**config.mk**
```make
export PLATFORM = sky130hd
export DESIGN_NAME = dma_line_fetch_flat
export DESIGN_NICKNAME = d
export VERILOG_FILES = /design/src/rtl/dma_line_fetch_if.sv /design/src/rtl/dma_line_fetch.sv /design/src/flat_wrapper.sv
export SDC_FILE = /design/constraint.sdc
export NUM_CORES = 1
export LEC_CHECK = 0
export BUFFER_PORTS_ARGS = -buffer_cell sky130_fd_sc_hd__buf_2
export CORE_UTILIZATION = 35
export DETAILED_ROUTE_END_ITERATION = 10
export GPL_TIMING_DRIVEN = 0
export PLACE_DENSITY = 0.5
export RECOVER_POWER = 25
export SLEW_MARGIN = 20
export SYNTH_ARGS = -nofsm -noshare
export SYNTH_HDL_FRONTEND = slang
export SYNTH_SLANG_ARGS = --single-unit
```
**constraint.sdc**
```tcl
create_clock -name clk -period 6.6 [get_ports clk]
set_input_delay 0.66 -clock clk [delete_from_list [all_inputs] [get_ports clk]]
set_output_delay 0.66 -clock clk [all_outputs]
set_load 0.05 [all_outputs]
```
**src/rtl/dma_line_fetch_if.sv**
```systemverilog
// Shared RAM bus and cpu park handshake between dma_line_fetch (master) and the cpu/RAM side.
interface dma_line_fetch_if;
    logic        cpu_hold;
    logic        cpu_busy;
    logic        mem_sel;
    logic [15:0] mem_addr;
    logic [15:0] mem_rdata;

    modport master (
        output cpu_hold,
        output mem_sel,
        output mem_addr,
        input  cpu_busy,
        input  mem_rdata
    );

    modport slave (
        input  cpu_hold,
        input  mem_sel,
        input  mem_addr,
        output cpu_busy,
        output mem_rdata
    );
endinterface

```
**src/rtl/dma_line_fetch.sv**
```systemverilog
// Bus-master DMA: parks the cpu, bursts BURST_LEN words from RAM into a show-ahead line FIFO.
// Optional sticky underrun flag when DMA_UNDERRUN_EN is defined.
module dma_line_fetch #(
    parameter int unsigned BURST_LEN  = 40,
    parameter int unsigned FIFO_DEPTH = 64,
    parameter int unsigned RAM_WAIT   = 1
) (
    input  logic                          clk,
    input  logic                          reset,
    input  logic                          start,
    input  logic [15:0]                   base_addr,
    dma_line_fetch_if.master              bus,
    input  logic                          pix_rd,
    output logic [15:0]                   pix_data,
    output logic                          pix_valid,
    output logic [$clog2(FIFO_DEPTH):0]   fifo_level,
    output logic                          done
`ifdef DMA_UNDERRUN_EN
    ,
    output logic                          underrun
`endif
);

    localparam int unsigned AW   = $clog2(FIFO_DEPTH);
    localparam int unsigned LvlW = AW + 1;
    localparam int unsigned CntW = (BURST_LEN > 1) ? $clog2(BURST_LEN) : 1;

    typedef enum logic [2:0] {
        StIdle,
        StReq,
        StAddr,
        StWait,
        StCapture,
        StRelease
    } state_e;

    state_e          state_q, state_d;
    logic [15:0]     ptr_q, ptr_d;
    logic [15:0]     addr_q, addr_d;
    logic [CntW-1:0] cnt_q, cnt_d;
    logic            hold_q, hold_d;
    logic            sel_q, sel_d;
    logic            done_q, done_d;

    logic [AW-1:0]   wr_ptr_q, rd_ptr_q;
    logic [LvlW-1:0] level_q, level_d;
    logic [15:0]     fifo_mem [FIFO_DEPTH];

    logic            push, pop, in_flight, room;
    logic [LvlW:0]   occupancy;

    // A read issued but not yet pushed still needs a FIFO slot.
    assign in_flight = (state_q == StWait) || (state_q == StCapture);
    assign occupancy = {1'b0, level_q} + {{LvlW{1'b0}}, in_flight};
    assign room      = occupancy < (LvlW + 1)'(FIFO_DEPTH);
    assign push      = (state_q == StCapture);
    assign pop       = pix_rd && (level_q != '0);

    always_comb begin
        state_d = state_q;
        ptr_d   = ptr_q;
        addr_d  = addr_q;
        cnt_d   = cnt_q;
        hold_d  = hold_q;
        sel_d   = sel_q;
        done_d  = 1'b0;
        case (state_q)
            StIdle: begin
                if (start) begin
                    ptr_d   = base_addr;
                    cnt_d   = '0;
                    hold_d  = 1'b1;
                    state_d = StReq;
                end
            end
            StReq: begin
                if (bus.cpu_busy) begin
                    sel_d   = 1'b1;
                    state_d = StAddr;
                end
            end
            StAddr: begin
                if (room) begin
                    addr_d  = ptr_q;
                    state_d = (RAM_WAIT != 0) ? StWait : StCapture;
                end
            end
            StWait: state_d = StCapture;
            StCapture: begin
                ptr_d   = ptr_q + 16'd1;
                cnt_d   = cnt_q + CntW'(1);
                state_d = (cnt_q == CntW'(BURST_LEN - 1)) ? StRelease : StAddr;
            end
            StRelease: begin
                hold_d  = 1'b0;
                sel_d   = 1'b0;
                done_d  = 1'b1;
                state_d = StIdle;
            end
            default: state_d = StIdle;
        endcase
    end

    always_ff @(posedge clk) begin
        if (reset) begin
            state_q <= StIdle;
            ptr_q   <= '0;
            addr_q  <= '0;
            cnt_q   <= '0;
            hold_q  <= 1'b0;
            sel_q   <= 1'b0;
            done_q  <= 1'b0;
        end else begin
            state_q <= state_d;
            ptr_q   <= ptr_d;
            addr_q  <= addr_d;
            cnt_q   <= cnt_d;
            hold_q  <= hold_d;
            sel_q   <= sel_d;
            done_q  <= done_d;
        end
    end

    always_comb begin
        level_d = level_q;
        case ({push, pop})
            2'b10:   level_d = level_q + LvlW'(1);
            2'b01:   level_d = level_q - LvlW'(1);
            default: level_d = level_q;
        endcase
    end

    always_ff @(posedge clk) begin
        if (reset) begin
            wr_ptr_q <= '0;
            rd_ptr_q <= '0;
            level_q  <= '0;
        end else begin
            if (push) wr_ptr_q <= wr_ptr_q + AW'(1);
            if (pop)  rd_ptr_q <= rd_ptr_q + AW'(1);
            level_q <= level_d;
        end
    end

    always_ff @(posedge clk) begin
        if (push) fifo_mem[wr_ptr_q] <= bus.mem_rdata;
    end

    assign bus.cpu_hold = hold_q;
    assign bus.mem_sel  = sel_q;
    assign bus.mem_addr = addr_q;
    assign done         = done_q;
    assign fifo_level   = level_q;
    assign pix_valid    = (level_q != '0);
    // Storage is not reset, so the head is forced to zero while empty.
    assign pix_data     = pix_valid ? fifo_mem[rd_ptr_q] : 16'h0000;

`ifdef DMA_UNDERRUN_EN
    logic underrun_q;

    always_ff @(posedge clk) begin
        if (reset) begin
            underrun_q <= 1'b0;
        end else if ((state_q == StIdle) && start) begin
            underrun_q <= 1'b0;
        end else if (pix_rd && !pix_valid) begin
            underrun_q <= 1'b1;
        end
    end

    assign underrun = underrun_q;
`endif

endmodule

```
**src/flat_wrapper.sv**
```systemverilog
// flat-port wrapper written by rule: the top's interface ports become plain ports
module dma_line_fetch_flat 
#(
    parameter int unsigned BURST_LEN  = 40,
    parameter int unsigned FIFO_DEPTH = 64,
    parameter int unsigned RAM_WAIT   = 1
)
  (clk, reset, start, base_addr, pix_rd, pix_data, pix_valid, fifo_level, done, bus_cpu_hold, bus_mem_sel, bus_mem_addr, bus_cpu_busy, bus_mem_rdata);
  dma_line_fetch_if bus_i ();
  input  logic clk;
  input  logic reset;
  input  logic start;
  input  logic [15:0] base_addr;
  input  logic pix_rd;
  output logic [15:0] pix_data;
  output logic pix_valid;
  output logic [$clog2(FIFO_DEPTH):0] fifo_level;
  output logic done;
  output wire logic [$bits(bus_i.cpu_hold)-1:0] bus_cpu_hold;
  output wire logic [$bits(bus_i.mem_sel)-1:0] bus_mem_sel;
  output wire logic [$bits(bus_i.mem_addr)-1:0] bus_mem_addr;
  input wire logic [$bits(bus_i.cpu_busy)-1:0] bus_cpu_busy;
  input wire logic [$bits(bus_i.mem_rdata)-1:0] bus_mem_rdata;
  assign bus_cpu_hold = bus_i.cpu_hold;
  assign bus_mem_sel = bus_i.mem_sel;
  assign bus_mem_addr = bus_i.mem_addr;
  assign bus_i.cpu_busy = bus_cpu_busy;
  assign bus_i.mem_rdata = bus_mem_rdata;
  dma_line_fetch #(.BURST_LEN(BURST_LEN), .FIFO_DEPTH(FIFO_DEPTH), .RAM_WAIT(RAM_WAIT)) u_core (.clk(clk), .reset(reset), .start(start), .base_addr(base_addr), .bus(bus_i), .pix_rd(pix_rd), .pix_data(pix_data), .pix_valid(pix_valid), .fifo_level(fifo_level), .done(done));
endmodule
```
==> results.toml, run 1 <==
[status]
status = "finished, violations left"
failed_checks = "capacitance limit, slew limit"

[timing]
max_slew_margin_pct = -133
rsz0062_at_grt = "false"
tightest_slew_ns = 3.49
post-route-period-util_pct = 98.8
finClkSkew_ns = 0.0217
fmax_mhz = 153
drv_slew = 975
finalHoldViolCount = 0
finalSetupTns_ns = 0
setup_violations = 0
finalCriticalPeriod_ns = 6.52

[yosys]
synthArstFlopShare_pct = 0
synth_enable_flop_cells = 1024
ys_warn_count = 0
netlist_area_um2 = 42500
syn_avg_cell_area_um2 = 19.8
ys_seq_elements = 1093
synth-seq-area-share_pct = 75.6
synth_nets = 2192
synth_cell_type_count = 59
synth_ff_type = "edfxtp_1"
syn_inst = 2148

[job]
maxCapViolCount = 15

[min_path]
hp-class = "in2reg"

[final_layout]
final_util_pct = 41.2
layout.nets = 2414
fill_cells = 10700
layout.cells.non_filler = 4086
drive_above_1_share_pct = 26.7
area_growth_pct = 16.3

[setup_path]
worstRegToRegCells = 15
crit_required_ns = 5.94
timing.rr.start = "u_core.fifo_level[1]"
worstSetupPathType = "reg2out"
critPathMaxFanout = 10
start_kind = "register"
critical_path.endpoint_type = "output pin"
endpoint = "pix_data[0]"
r2r_setup_slack_ns = 2.58
r2r_end = "u_core.fifo_level[6]"
cp.arrival_ns = 5.86

[routing]
drc_errors = 0
drt-total-wl_um = 131000
via_per_inst = 5.58
drtIter0Drc = 2877
drtAntennaViolNets = 0
num_vias = 22800
wl_per_cell_um = 32.1
drtPass1Iterations = 6

[floorplanning]
floorplan.initialDensity_pct = 35.4
core_um2 = 120000
die_y_um = 351
fp.dieArea_um2 = 123000
fp-row-count = 127
fp.dieW_um = 351
ios = 80

[grt]
antenna_found_initial = 7
gr-total-overflow = 0
grt_pass1_vias = 22800
grt_max_degree = 65
grt_pass1_wl_um = 181000
grt_util_all_layers_pct = 21.4

[cts]
clock_latency_ns = 0.69
clock_path_buffers = 3
numCtsBuffers = 110
postCtsSetupBuffers = 0
cts_resized = 0
hold_buffers = 0
path_clk_slew_ns = 0.06
cts.htree.levels = 3
cts_tree = "yes"
cts_sinks = 1093
root_buffer = "clkbuf_16"

[place]
portBuffers = 78
place.detailed.instances = 3870
dpl.hpwl_um = 85000
place_congestion = 1.03

[power_and_ir_drop]
ir_drop_uv = 232
powerDensity_nw_per_um2 = 288
p_leak_nw = 15.3
-- how the worst min path moves through the flow --
stage / startpoint / end / slack [ns] / depth (start not counted)
floorplan: u_core.ptr_q[15] / u_core.bus.mem_addr[15] / 0.44 / 2
global placement: u_core.bus.mem_addr[4] / u_core.bus.mem_addr[4] / 0.45 / 2
detailed placement: u_core.bus.mem_addr[14] / u_core.bus.mem_addr[14] / 0.45 / 2
CTS: base_addr[0] / u_core.ptr_q[0] / 0.18 / 3
global route: base_addr[7] / u_core.ptr_q[7] / 0.23 / 3
finish: base_addr[0] / u_core.ptr_q[0] / 0.24 / 3
-- kinds of logic (layout without fill, tap and decap cells) --
logic type	after synthesis	after routing	share of synthesized area, %
fa+ha+maj	7	7	0.206
mux	311	311	15.1
flops	1093	1093	75.6
buf+inv	132	450	1.67
other cells	0	8	0
xor+xnor	17	17	0.350
compound gates	218	218	3.31
simple gates	370	370	3.82
-- metal layers --
metal | global-route usage, % | wire (um)
met5 | 0 | 126
met4 | 6.14 | 4060
met3 | 4.85 | 10900
met2 | 34.7 | 62700
met1 | 28.7 | 53400
-- cell usage after synthesis (4+ instances only) --
cell type  number  area (um2)
edfxtp_1     1024       30700
mux4_2        263        5920
nor2_1        141         529
nand2_1       125         469
dfxtp_1        69        1380
a21oi_1        57         285
clkbuf_1       51         191
mux2i_1        43         430
o21ai_0        43         215
buf_4          27         203
buf_2          24         120
a31oi_1        22         138
nand3_1        20         100
nor3_1         15        75.1
nand4_1        14        87.6
o22ai_1        14        87.6
xor2_1         12         105
a221oi_1       11        96.3
buf_6          11         124
a211oi_1       10        75.1
buf_1          10        37.5
o221ai_1        9        78.8
nand2b_1        8        50.1
nor2b_1         8        50.1
or3_1           8        50.1
ha_1            7        87.6
a2111oi_0       6        52.6
and2_1          6        37.5
and3_1          6        37.5
inv_1           6        22.5
a22oi_1         5        37.5
a311oi_1        5        43.8
mux2_2          5        56.3
xnor2_1         5        43.8
or2_2           4        25.0
-- power breakdown --
group          switching (mW)  leakage, nW  internal (mW)
sequential             0.0189         9.76           7.60
combinational           0.268         3.76         0.0911
clock                    2.66         1.77           3.61
total                    2.95         15.3           11.3
-- placed cells by master, fill, tap and decap left out, drive strengths merged, types with 4 or more instances in the layout --
master and instances:
edfxtp 1024, mux4 263, clkbuf 203, buf 167, nor2 142, nand2 125
dfxtp 69, a21oi 57, clkinv 57, o21ai 45, mux2i 43, a31oi 22
nand3 20, nor3 15, o22ai 14, nand4 14, xor2 12, a221oi 11
bufinv 11, inv 11, a211oi 10, o221ai 9, diode 8, nand2b 8
nor2b 8, or3 8, ha 7, and2 6, a2111oi 6, and3 6
a311oi 5, a22oi 5, mux2 5, xnor2 5, or2 4
-- critical path: stages (launching register included) --
cell and delay, ns:
dfxtp_1 0.57, buf_2 0.59, buf_2 0.50, clkbuf_1 0.61, clkbuf_1 0.76, a21oi_1 0.34, o21ai_0 1.02, o21ai_1 0.41
buf_2 0.34
-- registers in the layout, indices dropped and copies added (netlist names), named ones only --
name and flops:
u_core.done 1, u_core.cnt_q 6, u_core.fifo_mem 1024, u_core.wr_ptr_q 6, u_core.fifo_level 7, u_core.bus.mem_addr 16, u_core.state_q 3, u_core.bus.cpu_hold 1
u_core.bus.mem_sel 1, u_core.ptr_q 16, u_core.rd_ptr_q 6
-- layout make-up --
class,instances,area (um2),area share (%)
Antenna cell,8,20.0,0.0405
Buffer,123,681,1.38
Clock buffer,137,2970,6.00
Clock inverter,71,622,1.26
Inverter,9,33.8,0.0683
Multi-Input combinational cell,923,10100,20.4
Sequential cell,1093,32100,64.9
Tap cell,1612,2020,4.08
Timing Repair Buffer,110,910,1.84
-- stage by stage --
step	worst slack (ns)	power, mW	area, um2	hold slack (ns)
CTS	0.328	14.3	49500	0.180
global route	0.0438	14.6	49500	0.231
global placement	1.10	8.10	44900	0.446
detailed placement	1.09	8.12	45900	0.448
floorplan	2.69	7.91	42500	0.442
finish	0.0796	14.2	49500	0.239
No activity file was read; power rests on OpenSTA's default activity.
==> inputs of run 2 (changes only) <==
--- a/config.mk
+++ b/config.mk
@@ -6,10 +6,11 @@
 export NUM_CORES = 1
 export LEC_CHECK = 0
 export BUFFER_PORTS_ARGS = -buffer_cell sky130_fd_sc_hd__buf_2
-export CORE_UTILIZATION = 35
+export CORE_UTILIZATION = 55
 export DETAILED_ROUTE_END_ITERATION = 10
+export GPL_ROUTABILITY_DRIVEN = 0
 export GPL_TIMING_DRIVEN = 0
-export PLACE_DENSITY = 0.5
+export PLACE_DENSITY = 0.71
 export RECOVER_POWER = 25
 export SLEW_MARGIN = 20
 export SYNTH_ARGS = -nofsm -noshare
==> run 2 against run 1 <==
  * The flow still finishes with violations (capacitance limit, slew limit)
  * Core utilization increased by 22 points
  * Maximum frequency is 21% higher
  * Setup slack improved by 1.1 ns
  * Die area decreased by 36%
  * Critical path depth increased by 1
==> results.toml, run 2 (same netlist as run 1, synthesis figures left out) <==
[status]
status = "finished, violations left"
failed_checks = "capacitance limit, slew limit"

[min_path]
whs_path_depth = 3
holdCritStartpoint = "base_addr[11]"
hp-class = "in2reg"
hold_end = "u_core.ptr_q[11]"

[timing]
rsz0062_at_grt = "false"
finalSetupTns_ns = 0
post-route-period-util_pct = 81.9
fmax_mhz = 185
tightest_slew_ns = 3.23
finalCriticalPeriod_ns = 5.40
max_slew_margin_pct = -116
setup_violations = 0
finClkSkew_ns = 0.0286
drv_slew = 767
finalHoldViolCount = 0

[routing]
num_vias = 23300
drtIter0Drc = 3438
drt-total-wl_um = 118000
drtPass1Iterations = 6
wl_per_cell_um = 34.0
drc_errors = 0
via_per_inst = 6.71
drtAntennaViolNets = 0

[final_layout]
largest_reg_flops = 1024
layout.cells.non_filler = 3473
most-common-layout-cells = "edfxtp_1, mux4_2, nand2_1"
final_util_pct = 63.3
layout.nets = 2401
drive_above_1_share_pct = 26.5
area_growth_pct = 13.5
mostFrequentLayoutCell = "edfxtp_1"
largest-register = "u_core.fifo_mem"
fill_cells = 5112

[floorplanning]
core_um2 = 76200
fp-row-count = 101
die_y_um = 280
fp.dieW_um = 280
ios = 80
floorplan.initialDensity_pct = 55.8
fp.dieArea_um2 = 78400

[setup_path]
critical_path.endpoint_type = "output pin"
worstSetupPathType = "reg2out"
worstRegToRegCells = 15
start_kind = "register"
r2r_setup_slack_ns = 2.13
critPathMaxFanout = 10
timing.rr.start = "u_core.fifo_level[1]"
cp.arrival_ns = 4.74
crit_required_ns = 5.94
r2r_end = "u_core.fifo_level[6]"

[cts]
clock_latency_ns = 0.69
postCtsSetupBuffers = 0
hold_buffers = 0
cts_sinks = 1093
numCtsBuffers = 106
clock_path_buffers = 3
cts.htree.levels = 3
cts_resized = 0
path_clk_slew_ns = 0.06
cts_tree = "yes"
root_buffer = "clkbuf_16"

[job]
maxCapViolCount = 12

[place]
dpl.hpwl_um = 75000
portBuffers = 78
place.detailed.instances = 3277

[power_and_ir_drop]
powerDensity_nw_per_um2 = 289
p_leak_nw = 15.1
ir_drop_uv = 221
p_total_mw = 13.9

[grt]
grt_pass1_vias = 23200
gr-total-overflow = 0
grt_util_all_layers_pct = 30.5
antenna_found_initial = 6
grt_pass1_wl_um = 166000
grt_max_degree = 65
-- run 2: cell count changes in the layout (fill, tap and decap cells not counted), moves of 3 or more --
cell,delta
clkbuf_1,-5
buf_16,-7
clkbuf_8,+3
clkbuf_16,-6
nor2_4,-5
nor2_2,+5
clkinv_1,-9
diode_2,-6
buf_8,-3
-- run 2: stage by stage --
step           setup WS, ns  instance area (um2)  hold slack (ns)
3_5_place_dp           1.96                44900            0.447
6_report               1.20                48300            0.262
4_1_cts                1.27                48300            0.236
5_1_grt                1.13                48300            0.274
3_3_place_gp           1.95                44200            0.447
2_1_floorplan          2.69                42500            0.442
-- run 2: critical path, stage by stage (launching register included) --
cell,delay (ns)
dfxtp_1,0.41
buf_2,0.48
buf_2,0.44
clkbuf_1,0.75
clkbuf_1,0.62
nand2_1,0.16
nand3_1,0.14
nand3_1,0.20
o21ai_0,0.45
buf_2,0.41
-- run 2: how the worst max path moves through the flow --
stage                          from              endpoint  slack [ns]  depth (start not counted)
2_1_floorplan  u_core.fifo_level[1]  u_core.fifo_level[4]        2.69                         15
3_3_place_gp               register          pix_data[10]        1.95                          9
3_5_place_dp               register          pix_data[10]        1.96                          9
4_1_cts                    register          pix_data[10]        1.27                          9
5_1_grt                    register          pix_data[10]        1.13                          9
6_report                   register          pix_data[10]        1.20                          9
-- run 2: routing by layer --
| metal | GRT usage [%] | wire length (um) |
|---|---|---|
| met2 | 47.6 | 55500 |
| met4 | 14.7 | 6210 |
| met3 | 8.04 | 13800 |
| met5 | 0 | 65 |
| met1 | 40.5 | 42400 |
-- run 2: power by group --
part	total [mW]	switching (mW)	internal (mW)	leakage (nW)
Combinational	0.352	0.260	0.0922	3.66
Sequential	7.61	0.0167	7.60	9.76
Clock	5.97	2.57	3.40	1.67
-- run 2: area by class of cell --
| class | instances | area [um2] | area share [%] |
|---|---|---|---|
| clock inverters | 63 | 559 | 1.16 |
| well taps | 1030 | 1290 | 2.67 |
| repair buffers | 101 | 682 | 1.41 |
| flip-flops and latches | 1093 | 32100 | 66.6 |
| plain buffers | 123 | 678 | 1.40 |
| inverters | 9 | 33.8 | 0.0700 |
| diodes | 2 | 5.00 | 0.0104 |
| clock buffers | 129 | 2840 | 5.89 |
| multi-input cells | 923 | 10100 | 20.8 |
